[src/rtl/msu_if_pkg.sv]
// Shared word-count and transfer-size helpers for the MSU AXI-stream job protocol.
// Used by both the msu block and its host-side initiator.
package msu_if_pkg;

  // Stand-in for redun_mont_pkg::TOT_BITS so this slice elaborates on its own.
  localparam int unsigned TOT_BITS    = 128;
  localparam int unsigned DEF_AXI_LEN = 32;
  localparam int unsigned DEF_T_LEN   = 64;

  function automatic int unsigned in_count(input int unsigned axi_len,
                                           input int unsigned t_len,
                                           input int unsigned sq_bits);
    return (2 * t_len) / axi_len + sq_bits / axi_len;
  endfunction

  function automatic int unsigned out_count(input int unsigned axi_len,
                                            input int unsigned t_len,
                                            input int unsigned sq_bits);
    return t_len / axi_len + sq_bits / axi_len;
  endfunction

  function automatic int unsigned in_bytes(input int unsigned axi_len,
                                           input int unsigned t_len,
                                           input int unsigned sq_bits);
    return in_count(axi_len, t_len, sq_bits) * axi_len / 8;
  endfunction

  function automatic int unsigned out_bytes(input int unsigned axi_len,
                                            input int unsigned t_len,
                                            input int unsigned sq_bits);
    return out_count(axi_len, t_len, sq_bits) * axi_len / 8;
  endfunction

  localparam int unsigned DEF_IN_BYTES  = in_bytes(DEF_AXI_LEN, DEF_T_LEN, TOT_BITS);
  localparam int unsigned DEF_OUT_BYTES = out_bytes(DEF_AXI_LEN, DEF_T_LEN, TOT_BITS);

endpackage

[src/rtl/msu_stream_host_if.sv]
// Job (host->msu) and result (msu->host) AXI-stream pair between the host initiator and msu.
interface msu_stream_host_if #(
  parameter int unsigned AXI_LEN = 32
);
  logic                   m_axis_tvalid;
  logic                   m_axis_tready;
  logic [AXI_LEN-1:0]     m_axis_tdata;
  logic [AXI_LEN/8-1:0]   m_axis_tkeep;
  logic                   m_axis_tlast;
  logic                   s_axis_tvalid;
  logic                   s_axis_tready;
  logic [AXI_LEN-1:0]     s_axis_tdata;

  modport master (
    output m_axis_tvalid, m_axis_tdata, m_axis_tkeep, m_axis_tlast, s_axis_tready,
    input  m_axis_tready, s_axis_tvalid, s_axis_tdata
  );

  modport slave (
    input  m_axis_tvalid, m_axis_tdata, m_axis_tkeep, m_axis_tlast, s_axis_tready,
    output m_axis_tready, s_axis_tvalid, s_axis_tdata
  );
endinterface

[src/rtl/msu_stream_host.sv]
// Host-side MSU initiator: latches a job, streams it out word by word, collects the
// result stream and presents it with the measured cycle count.
module msu_stream_host
  import msu_if_pkg::*;
#(
  parameter int unsigned AXI_LEN           = 32,
  parameter int unsigned C_XFER_SIZE_WIDTH = 32,
  parameter int unsigned T_LEN             = 64,
  parameter int unsigned SQ_BITS           = msu_if_pkg::TOT_BITS
) (
  input  logic                         clk,
  input  logic                         reset_n,
  input  logic                         job_valid,
  output logic                         job_ready,
  input  logic [T_LEN-1:0]             job_t_start,
  input  logic [T_LEN-1:0]             job_t_final,
  input  logic [SQ_BITS-1:0]           job_sq_in,
  output logic                         ap_start,
  input  logic                         ap_done,
  input  logic [C_XFER_SIZE_WIDTH-1:0] in_xfer_size,
  input  logic [C_XFER_SIZE_WIDTH-1:0] out_xfer_size,
  msu_stream_host_if.master            axis,
  output logic                         res_valid,
  input  logic                         res_ready,
  output logic [T_LEN-1:0]             res_t,
  output logic [SQ_BITS-1:0]           res_sq,
  output logic [31:0]                  res_cycles,
  output logic                         size_err
);

  localparam int unsigned IN_COUNT  = in_count(AXI_LEN, T_LEN, SQ_BITS);
  localparam int unsigned OUT_COUNT = out_count(AXI_LEN, T_LEN, SQ_BITS);
  localparam int unsigned IN_BYTES  = in_bytes(AXI_LEN, T_LEN, SQ_BITS);
  localparam int unsigned OUT_BYTES = out_bytes(AXI_LEN, T_LEN, SQ_BITS);
  localparam int unsigned MAX_COUNT = (IN_COUNT > OUT_COUNT) ? IN_COUNT : OUT_COUNT;
  localparam int unsigned SR_W      = MAX_COUNT * AXI_LEN;
  localparam int unsigned CNT_W     = (MAX_COUNT > 1) ? $clog2(MAX_COUNT) : 1;

  typedef enum logic [2:0] {
    IDLE, START, SEND, RECV, WAIT_DONE, RESULT
  } state_e;

  state_e             state_q, state_d;
  logic [CNT_W-1:0]   cnt_q, cnt_d;
  logic [SR_W-1:0]    sr_q, sr_d;
  logic [31:0]        cyc_d;
  logic               done_seen_q, done_d;
  logic               err_d;
  logic               m_tvalid_q, m_tvalid_d;
  logic               m_tlast_q, m_tlast_d;
  logic               s_tready_q, s_tready_d;
  logic               job_ready_d, ap_start_d, res_valid_d;

  // Next-state, datapath and next-output decode
  always_comb begin
    state_d = state_q;
    cnt_d   = cnt_q;
    sr_d    = sr_q;
    cyc_d   = res_cycles;
    err_d   = size_err;
    done_d  = done_seen_q;

    if (ap_done && (state_q inside {SEND, RECV, WAIT_DONE})) done_d = 1'b1;

    case (state_q)
      IDLE: begin
        if (job_valid) begin
          state_d = START;
          sr_d    = SR_W'({job_sq_in, job_t_final, job_t_start});
          cnt_d   = '0;
          cyc_d   = '0;
          err_d   = 1'b0;
          done_d  = 1'b0;
        end
      end
      START: begin
        state_d = SEND;
        err_d   = (in_xfer_size  != C_XFER_SIZE_WIDTH'(IN_BYTES)) ||
                  (out_xfer_size != C_XFER_SIZE_WIDTH'(OUT_BYTES));
      end
      SEND: begin
        cyc_d = res_cycles + 32'(res_cycles != '1);
        if (m_tvalid_q && axis.m_axis_tready) begin
          sr_d = sr_q >> AXI_LEN;
          if (cnt_q == CNT_W'(IN_COUNT - 1)) begin
            cnt_d   = '0;
            state_d = RECV;
          end else begin
            cnt_d = cnt_q + CNT_W'(1);
          end
        end
      end
      RECV: begin
        cyc_d = res_cycles + 32'(res_cycles != '1);
        if (axis.s_axis_tvalid) begin
          // Result words enter at the top so the full result ends up MSB-aligned
          sr_d = {axis.s_axis_tdata, sr_q[SR_W-1:AXI_LEN]};
          if (cnt_q == CNT_W'(OUT_COUNT - 1)) begin
            cnt_d   = '0;
            state_d = WAIT_DONE;
          end else begin
            cnt_d = cnt_q + CNT_W'(1);
          end
        end
      end
      WAIT_DONE: if (ap_done || done_seen_q) state_d = RESULT;
      RESULT:    if (res_ready) state_d = IDLE;
      default:   state_d = IDLE;
    endcase

    job_ready_d = (state_d == IDLE);
    ap_start_d  = (state_d == START);
    m_tvalid_d  = (state_d == SEND);
    m_tlast_d   = (state_d == SEND) && (cnt_d == CNT_W'(IN_COUNT - 1));
    s_tready_d  = (state_d == RECV);
    res_valid_d = (state_d == RESULT);
  end

  always_ff @(posedge clk or negedge reset_n) begin
    if (!reset_n) begin
      state_q     <= IDLE;
      cnt_q       <= '0;
      sr_q        <= '0;
      res_cycles  <= '0;
      done_seen_q <= 1'b0;
      size_err    <= 1'b0;
      job_ready   <= 1'b1;
      ap_start    <= 1'b0;
      m_tvalid_q  <= 1'b0;
      m_tlast_q   <= 1'b0;
      s_tready_q  <= 1'b0;
      res_valid   <= 1'b0;
    end else begin
      state_q     <= state_d;
      cnt_q       <= cnt_d;
      sr_q        <= sr_d;
      res_cycles  <= cyc_d;
      done_seen_q <= done_d;
      size_err    <= err_d;
      job_ready   <= job_ready_d;
      ap_start    <= ap_start_d;
      m_tvalid_q  <= m_tvalid_d;
      m_tlast_q   <= m_tlast_d;
      s_tready_q  <= s_tready_d;
      res_valid   <= res_valid_d;
    end
  end

  assign axis.m_axis_tvalid = m_tvalid_q;
  assign axis.m_axis_tdata  = sr_q[AXI_LEN-1:0];
  assign axis.m_axis_tkeep  = '1;
  assign axis.m_axis_tlast  = m_tlast_q;
  assign axis.s_axis_tready = s_tready_q;

  assign res_t  = sr_q[SR_W-OUT_COUNT*AXI_LEN +: T_LEN];
  assign res_sq = sr_q[SR_W-SQ_BITS +: SQ_BITS];

endmodule

[src/flat_wrapper.sv]
// flat-port wrapper written by rule: the top's interface ports become plain ports
module msu_stream_host_flat import msu_if_pkg::*;
#(
  parameter int unsigned AXI_LEN           = 32,
  parameter int unsigned C_XFER_SIZE_WIDTH = 32,
  parameter int unsigned T_LEN             = 64,
  parameter int unsigned SQ_BITS           = msu_if_pkg::TOT_BITS
)
  (clk, reset_n, job_valid, job_ready, job_t_start, job_t_final, job_sq_in, ap_start, ap_done, in_xfer_size, out_xfer_size, res_valid, res_ready, res_t, res_sq, res_cycles, size_err, axis_m_axis_tvalid, axis_m_axis_tdata, axis_m_axis_tkeep, axis_m_axis_tlast, axis_s_axis_tready, axis_m_axis_tready, axis_s_axis_tvalid, axis_s_axis_tdata);
  msu_stream_host_if #(.AXI_LEN(AXI_LEN)) axis_i ();
  input  logic clk;
  input  logic reset_n;
  input  logic job_valid;
  output logic job_ready;
  input  logic [T_LEN-1:0] job_t_start;
  input  logic [T_LEN-1:0] job_t_final;
  input  logic [SQ_BITS-1:0] job_sq_in;
  output logic ap_start;
  input  logic ap_done;
  input  logic [C_XFER_SIZE_WIDTH-1:0] in_xfer_size;
  input  logic [C_XFER_SIZE_WIDTH-1:0] out_xfer_size;
  output logic res_valid;
  input  logic res_ready;
  output logic [T_LEN-1:0] res_t;
  output logic [SQ_BITS-1:0] res_sq;
  output logic [31:0] res_cycles;
  output logic size_err;
  output wire logic [$bits(axis_i.m_axis_tvalid)-1:0] axis_m_axis_tvalid;
  output wire logic [$bits(axis_i.m_axis_tdata)-1:0] axis_m_axis_tdata;
  output wire logic [$bits(axis_i.m_axis_tkeep)-1:0] axis_m_axis_tkeep;
  output wire logic [$bits(axis_i.m_axis_tlast)-1:0] axis_m_axis_tlast;
  output wire logic [$bits(axis_i.s_axis_tready)-1:0] axis_s_axis_tready;
  input wire logic [$bits(axis_i.m_axis_tready)-1:0] axis_m_axis_tready;
  input wire logic [$bits(axis_i.s_axis_tvalid)-1:0] axis_s_axis_tvalid;
  input wire logic [$bits(axis_i.s_axis_tdata)-1:0] axis_s_axis_tdata;
  assign axis_m_axis_tvalid = axis_i.m_axis_tvalid;
  assign axis_m_axis_tdata = axis_i.m_axis_tdata;
  assign axis_m_axis_tkeep = axis_i.m_axis_tkeep;
  assign axis_m_axis_tlast = axis_i.m_axis_tlast;
  assign axis_s_axis_tready = axis_i.s_axis_tready;
  assign axis_i.m_axis_tready = axis_m_axis_tready;
  assign axis_i.s_axis_tvalid = axis_s_axis_tvalid;
  assign axis_i.s_axis_tdata = axis_s_axis_tdata;
  msu_stream_host #(.AXI_LEN(AXI_LEN), .C_XFER_SIZE_WIDTH(C_XFER_SIZE_WIDTH), .T_LEN(T_LEN), .SQ_BITS(SQ_BITS)) u_core (.clk(clk), .reset_n(reset_n), .job_valid(job_valid), .job_ready(job_ready), .job_t_start(job_t_start), .job_t_final(job_t_final), .job_sq_in(job_sq_in), .ap_start(ap_start), .ap_done(ap_done), .in_xfer_size(in_xfer_size), .out_xfer_size(out_xfer_size), .axis(axis_i), .res_valid(res_valid), .res_ready(res_ready), .res_t(res_t), .res_sq(res_sq), .res_cycles(res_cycles), .size_err(size_err));
endmodule
[config.mk]
export PLATFORM = sky130hd
export DESIGN_NAME = msu_stream_host_flat
export DESIGN_NICKNAME = d
export VERILOG_FILES = /design/src/rtl/msu_if_pkg.sv /design/src/rtl/msu_stream_host_if.sv /design/src/rtl/msu_stream_host.sv /design/src/flat_wrapper.sv
export SDC_FILE = /design/constraint.sdc
export NUM_CORES = 1
export LEC_CHECK = 0
export CAP_MARGIN = 20
export CORE_AREA = 4 4 239 241
export DETAILED_ROUTE_END_ITERATION = 8
export DIE_AREA = 0 0 243 245
export GPL_TIMING_DRIVEN = 1
export PLACE_DENSITY = 0.56
export SLEW_MARGIN = 20
export SYNTH_ARGS = -nofsm -noshare
export SYNTH_HDL_FRONTEND = slang
export SYNTH_SLANG_ARGS = --single-unit
[constraint.sdc]
create_clock -name clk -period 2.8 [get_ports clk]
set_clock_uncertainty 0.2 [all_clocks]
set_input_delay 0.28 -clock clk [delete_from_list [all_inputs] [get_ports clk]]
set_output_delay 0.28 -clock clk [all_outputs]
set_load 0.02 [all_outputs]
Word-level counts from Yosys, hierarchy flattened --
Index checks and enable logic that the tools add are counted.
Word-level totals: register bits after elaboration 302, input bits 359
Operators by class: add/subtract/negate cells 2, eq/ne operators 18, multiplexer cells 25, reductions and logical operators 15
Operators with widths (count):
- $mux 256 | 3
- $pmux 256 s3 | 1
- $pmux 32 s2 | 1
- $mux 3 | 12
- $add 32x1->32 | 1
- $mux 32 | 1
- $ne 32x32->1 const B | 1
- $ne 32x5->1 const B | 1
- $ne 32x6->1 const B | 1
- $eq 3x3->1 const B | 6
- $pmux 3 s6 | 1
- $eq 3x2->1 const B | 4
- $pmux 3 s3 | 1
- $eq 3x1->1 const B | 2
- $logic_not 3->1 | 2
- $ne 2x2->1 const B | 3
- $reduce_bool 3->1 | 2
- $mux 1 | 4
- $reduce_and 2->1 | 2
- $reduce_and 4->1 | 1
- $reduce_bool 2->1 | 2
- $add 3x1->3 const B | 1
- $logic_and 1x1->1 | 3
- $logic_or 1x1->1 | 2
- 2 further kinds | 2

Logic depth before layout (Yosys ltp) --
depth after elaboration 6, gate-level depth with buffers 11, mapped depth without buffers 10

Worst setup path after synthesis --
No wires, ideal clock.
path type register -> register, start point reg u_core.res_cycles[6], end point reg u_core.res_cycles[28], setup time 0.125 ns, arrival time 2.172 ns, required time 2.475 ns, setup slack 0.303 ns, cell stages (with the launch flop) 10, path buffers 0, period minus slack after synthesis 2.497 ns, path through dfrtp_1 -> nand3_1 -> nor4_4 -> nand4_1 -> ha_1 -> nand2b_1 -> a21oi_1 -> nand2_2 -> nor2_1 -> mux2_2
Between the ends: word-level cells in the longest chain between the ends 3
Ends and longest elaborated chain:
- start: declaration | RTL line msu_stream_host.sv:27 | output logic [31:0] res_cycles,
- start signal: assignment | RTL line msu_stream_host.sv:137 | res_cycles <= cyc_d;
- $ne 32x32->1 | RTL line msu_stream_host.sv:82, msu_stream_host.sv:94
- $add 32x1->32 (*) | RTL line msu_stream_host.sv:82, msu_stream_host.sv:94
- $pmux 32 s2 (*) | RTL line msu_stream_host.sv:65 | case (state_q)
Every way passes the cells marked *; elsewhere a longest branch is shown, timed or not. A chain may end at the register's enable or synchronous reset.

Worst setup path after layout --
start point reg u_core.res_cycles[18], end point reg u_core.res_cycles[22]
Same word-level chain as after synthesis.

==> out/results.ini <==
[global_route]
grt_max_degree=86
grt_pass1_wl_um=90900
grt_pass1_vias=14700
grt-ovfl-total=0
antenna_found_initial=16
grt_usage_pct=19.5

[cts]
clkSinkCount=302
cts-root-buf=clkbuf_16
cts_buffer_depth=3
htreeDepth=2
cts_tree=yes
clk_pin_slew_worst_paths_ps=60
cts_buffers=37
clock_latency_ps=550

[yosys]
syn_inst=1882
yosys.area.top_type=dfrtp_1
synth_area_per_cell_um2=8.41
synthMuxAreaShare_pct=0.134
ys_types=52
yosysMostFrequentCell=nand2_1
synth-simple-area-share_pct=23.4
synth_common_cells=494 x nand2_1, 301 x dfrtp_1, 297 x nor2_1, 256 x a31oi_1, 252 x buf_4
synth-edff-count=0
yosysSeqAreaShare_pct=47.8
yosys.area.top_type_share_pct=47.6
synth_compound_gate_area_share_pct=11.4
synth_top_family_by_area=simple AND/OR/NAND/NOR gates
async_reset_ff_share_pct=100
synth_fa_ha_area_share_pct=0.395
synth_area_mm2=0.0158
ys.flop_type=dfrtp_1
yosys_warnings=0
ys_top_cells_by_area=dfrtp_1 48%, buf_4 12%, nand2_1 12%
synth-xor-area-share_pct=1.61
ys_seq_elements=302

[run_status]
run_status=complete, no violations

[final_layout]
final_core_util_pct=41.2
final_area_mm2=0.0226
stdcell_count=3005
layout-drive-gt1-share_pct=6.21
seq_area_mm2=0.00756
nets=2623
syn2layout_area_growth_pct=42.8
fillCellCount=5551
multi_input_area_mm2=0.00589

[routing]
drt_iter0_drc=894
vias=14300
ant_nets=0
postRouteWirelength_um=60600
drtPass1Iterations=5
drc=0
post_drt_wl_per_cell_um=20.2
viasPerCell=4.76

[pwr]
p_comb_share_pct=52.0
fin_total_pwr_mw=27.0
p_switching_mw=11.8
ir_worst_vdd_mv=0.586
p_sw_share_pct=43.8
cellLeakagePower_nw=9.34
internal-power_mw=15.2
pwr-share-seq_pct=30.2
p_clk_share_pct=17.8
power_density_mw_per_mm2=1190

[floorplanning]
die_area_mm2=0.0595
fp.dieH_um=245
rows=86
fp.dieW_um=243
io_pins=626
start_util_pct=28.8
core_area_mm2=0.0549

[timing]
drv_slew=0
min_period_over_period_pct=92.0
setup_ws_ps=224
setup_viol=0
worstMarginPinSlew_ps=717
rsz0062_at_grt=no
timing.fmax_mhz=388
relSlewSlack_pct=51.9
finalCriticalPeriod_ps=2580
hold_viol_final=0

[setup_path]
worst-path-buf-inv=1
crit_family=simple AND/OR/NAND/NOR gates
end_kind=flip-flop
cpMostUsedCell=nand4_1
criticalPathCategory=flip-flop to flip-flop
cp_max_fo=9
slowest_stage=dfrtp_1
max_stage_delay_ps=420
crit_chain=nand2_1 -> nor3_1 -> and4_1 -> nand4_1 -> ha_1 -> nand2b_1 -> a2111oi_4 -> buf_4 -> nand4_1 -> xor2_1 -> nor2_1
start_kind=flip-flop
cp.required_ps=3010
cp.arrival_ps=2790

[placed_design]
place_ws_ps=-127
portBuffers=621
dpl_cell_area_mm2=0.0213
dp.cells=2921
gp_congestion=0.914
dpl.hpwl_um=46400

[flow_run]
drv_cap=0

[hold_path]
hold_class=primary input to asynchronous set/reset pin

==> per-layer routing <==
layer  track usage, %  share of wire [%]  vias to the layer above
met4             8.96                3.7                        6
met1             24.3                 42                     6804
met3             5.42                6.9                      110
met2             31.7                 47                      520
met5            0.899               0.17                        -
li1                 -                  -                     6866
==> worst paths after layout <==
kind	start	to	slack [ps]	cells past startpoint
worst max-delay path	u_core.res_cycles[18]$_DFFE_PN0P_	u_core.res_cycles[22]$_DFFE_PN0P_	220	11
max in group asynchronous	reset_n	u_core.sr_q[25]$_DFFE_PN0P_	1460	3
worst min register to register	u_core.done_seen_q$_DFF_PN0_	u_core.done_seen_q$_DFF_PN0_	310	2
min in group clk	job_sq_in[97]	u_core.sr_q[225]$_DFFE_PN0P_	90	3
worst min-delay path	reset_n	u_core.ap_start$_DFF_PN0_	90	2
worst max register to register	u_core.res_cycles[18]$_DFFE_PN0P_	u_core.res_cycles[22]$_DFFE_PN0P_	220	11
==> cells in the final DEF (no fill, tap or decap), types with 5 or more instances in the layout <==
cell type and count:
a31oi_1 256, clkbuf_8 7, and3_1 6, inv_1 5, clkinv_2 8, nand4_1 20
nor4_1 15, nand2_1 493, nor2_1 296, nand3_1 47, clkdlybuf4s50_1 620, clkbuf_16 37
xor2_1 25, buf_4 42, buf_12 23, ha_1 5, dfrtp_1 301, diode_2 14
clkbuf_1 9
==> worst reg2reg max path, stage by stage (launching register included) <==
cell and delay [ps]:
dfrtp_1 420, nand2_1 110, nor3_1 360, and4_1 260, nand4_1 150, ha_1 220, nand2b_1 150, a2111oi_4 70
buf_4 200, nand4_1 110, xor2_1 160, nor2_1 60
==> stage by stage <==
| stage | TNS (ps) | hold slack, ps |
|---|---|---|
| 3_5_place_dp | -969 | 93.6 |
| 3_3_place_gp | -94.0 | 93.8 |
| 4_1_cts | 0 | 49.7 |
| 5_1_grt | 0 | 80.4 |
| 6_report | 0 | 87.2 |
| 2_1_floorplan | 0 | -216 |
==> registers in the layout, summed over array words and instances, names as in the netlist <==
register                   flops
u_core.ap_start                1
u_core.axis.m_axis_tlast       1
u_core.axis.m_axis_tvalid      1
u_core.axis.s_axis_tready      1
u_core.cnt_q                   3
u_core.done_seen_q             1
u_core.job_ready               1
u_core.res_cycles             32
u_core.res_valid               1
u_core.size_err                1
u_core.sr_q                  256
u_core.state_q                 3
==> power by group through the flow <==
| stage | logic, mW | clock network [mW] | registers (mW) |
|---|---|---|---|
| after floorplan | 10.5 | 0 | 7.50 |
| after global placement | 14.1 | 0 | 8.17 |
| after detailed placement | 14.2 | 0 | 8.23 |
| after CTS | 14.2 | 4.95 | 8.18 |
| after global routing | 15.3 | 5.12 | 8.44 |
| final | 14.0 | 4.80 | 8.15 |
==> final cells by class <==
cell class                 instances  area share (%)
timing repair buffer             687            31.0
inverter                           6          0.0997
multi-input combinational       1225            26.1
sequential                       302            33.4
tap                              704            3.90
clock buffer                      53            4.67
antenna                           14           0.155
clock inverter                    14           0.648
==> logic make-up (layout without fill, tap and decap cells) <==
logic type,after synthesis,count (layout)
AO/OA/AOI/OAI,277,277
XOR/XNOR,29,29
adder cells (fa/ha/maj),5,5
buffers and inverters,358,760
flip-flops,302,302
multiplexers,2,2
other,1,18
AND/OR/NAND/NOR,908,908
==> repair_timing <==
item	4_1_cts	5_1_grt
hold buffers	1	0
setup buffers	2	0
setup endpoints to repair	14	24
pin swaps	1	1
hold endpoints to repair	107	0
resized for setup	0	1
Power figures use the tool's default switching activity.
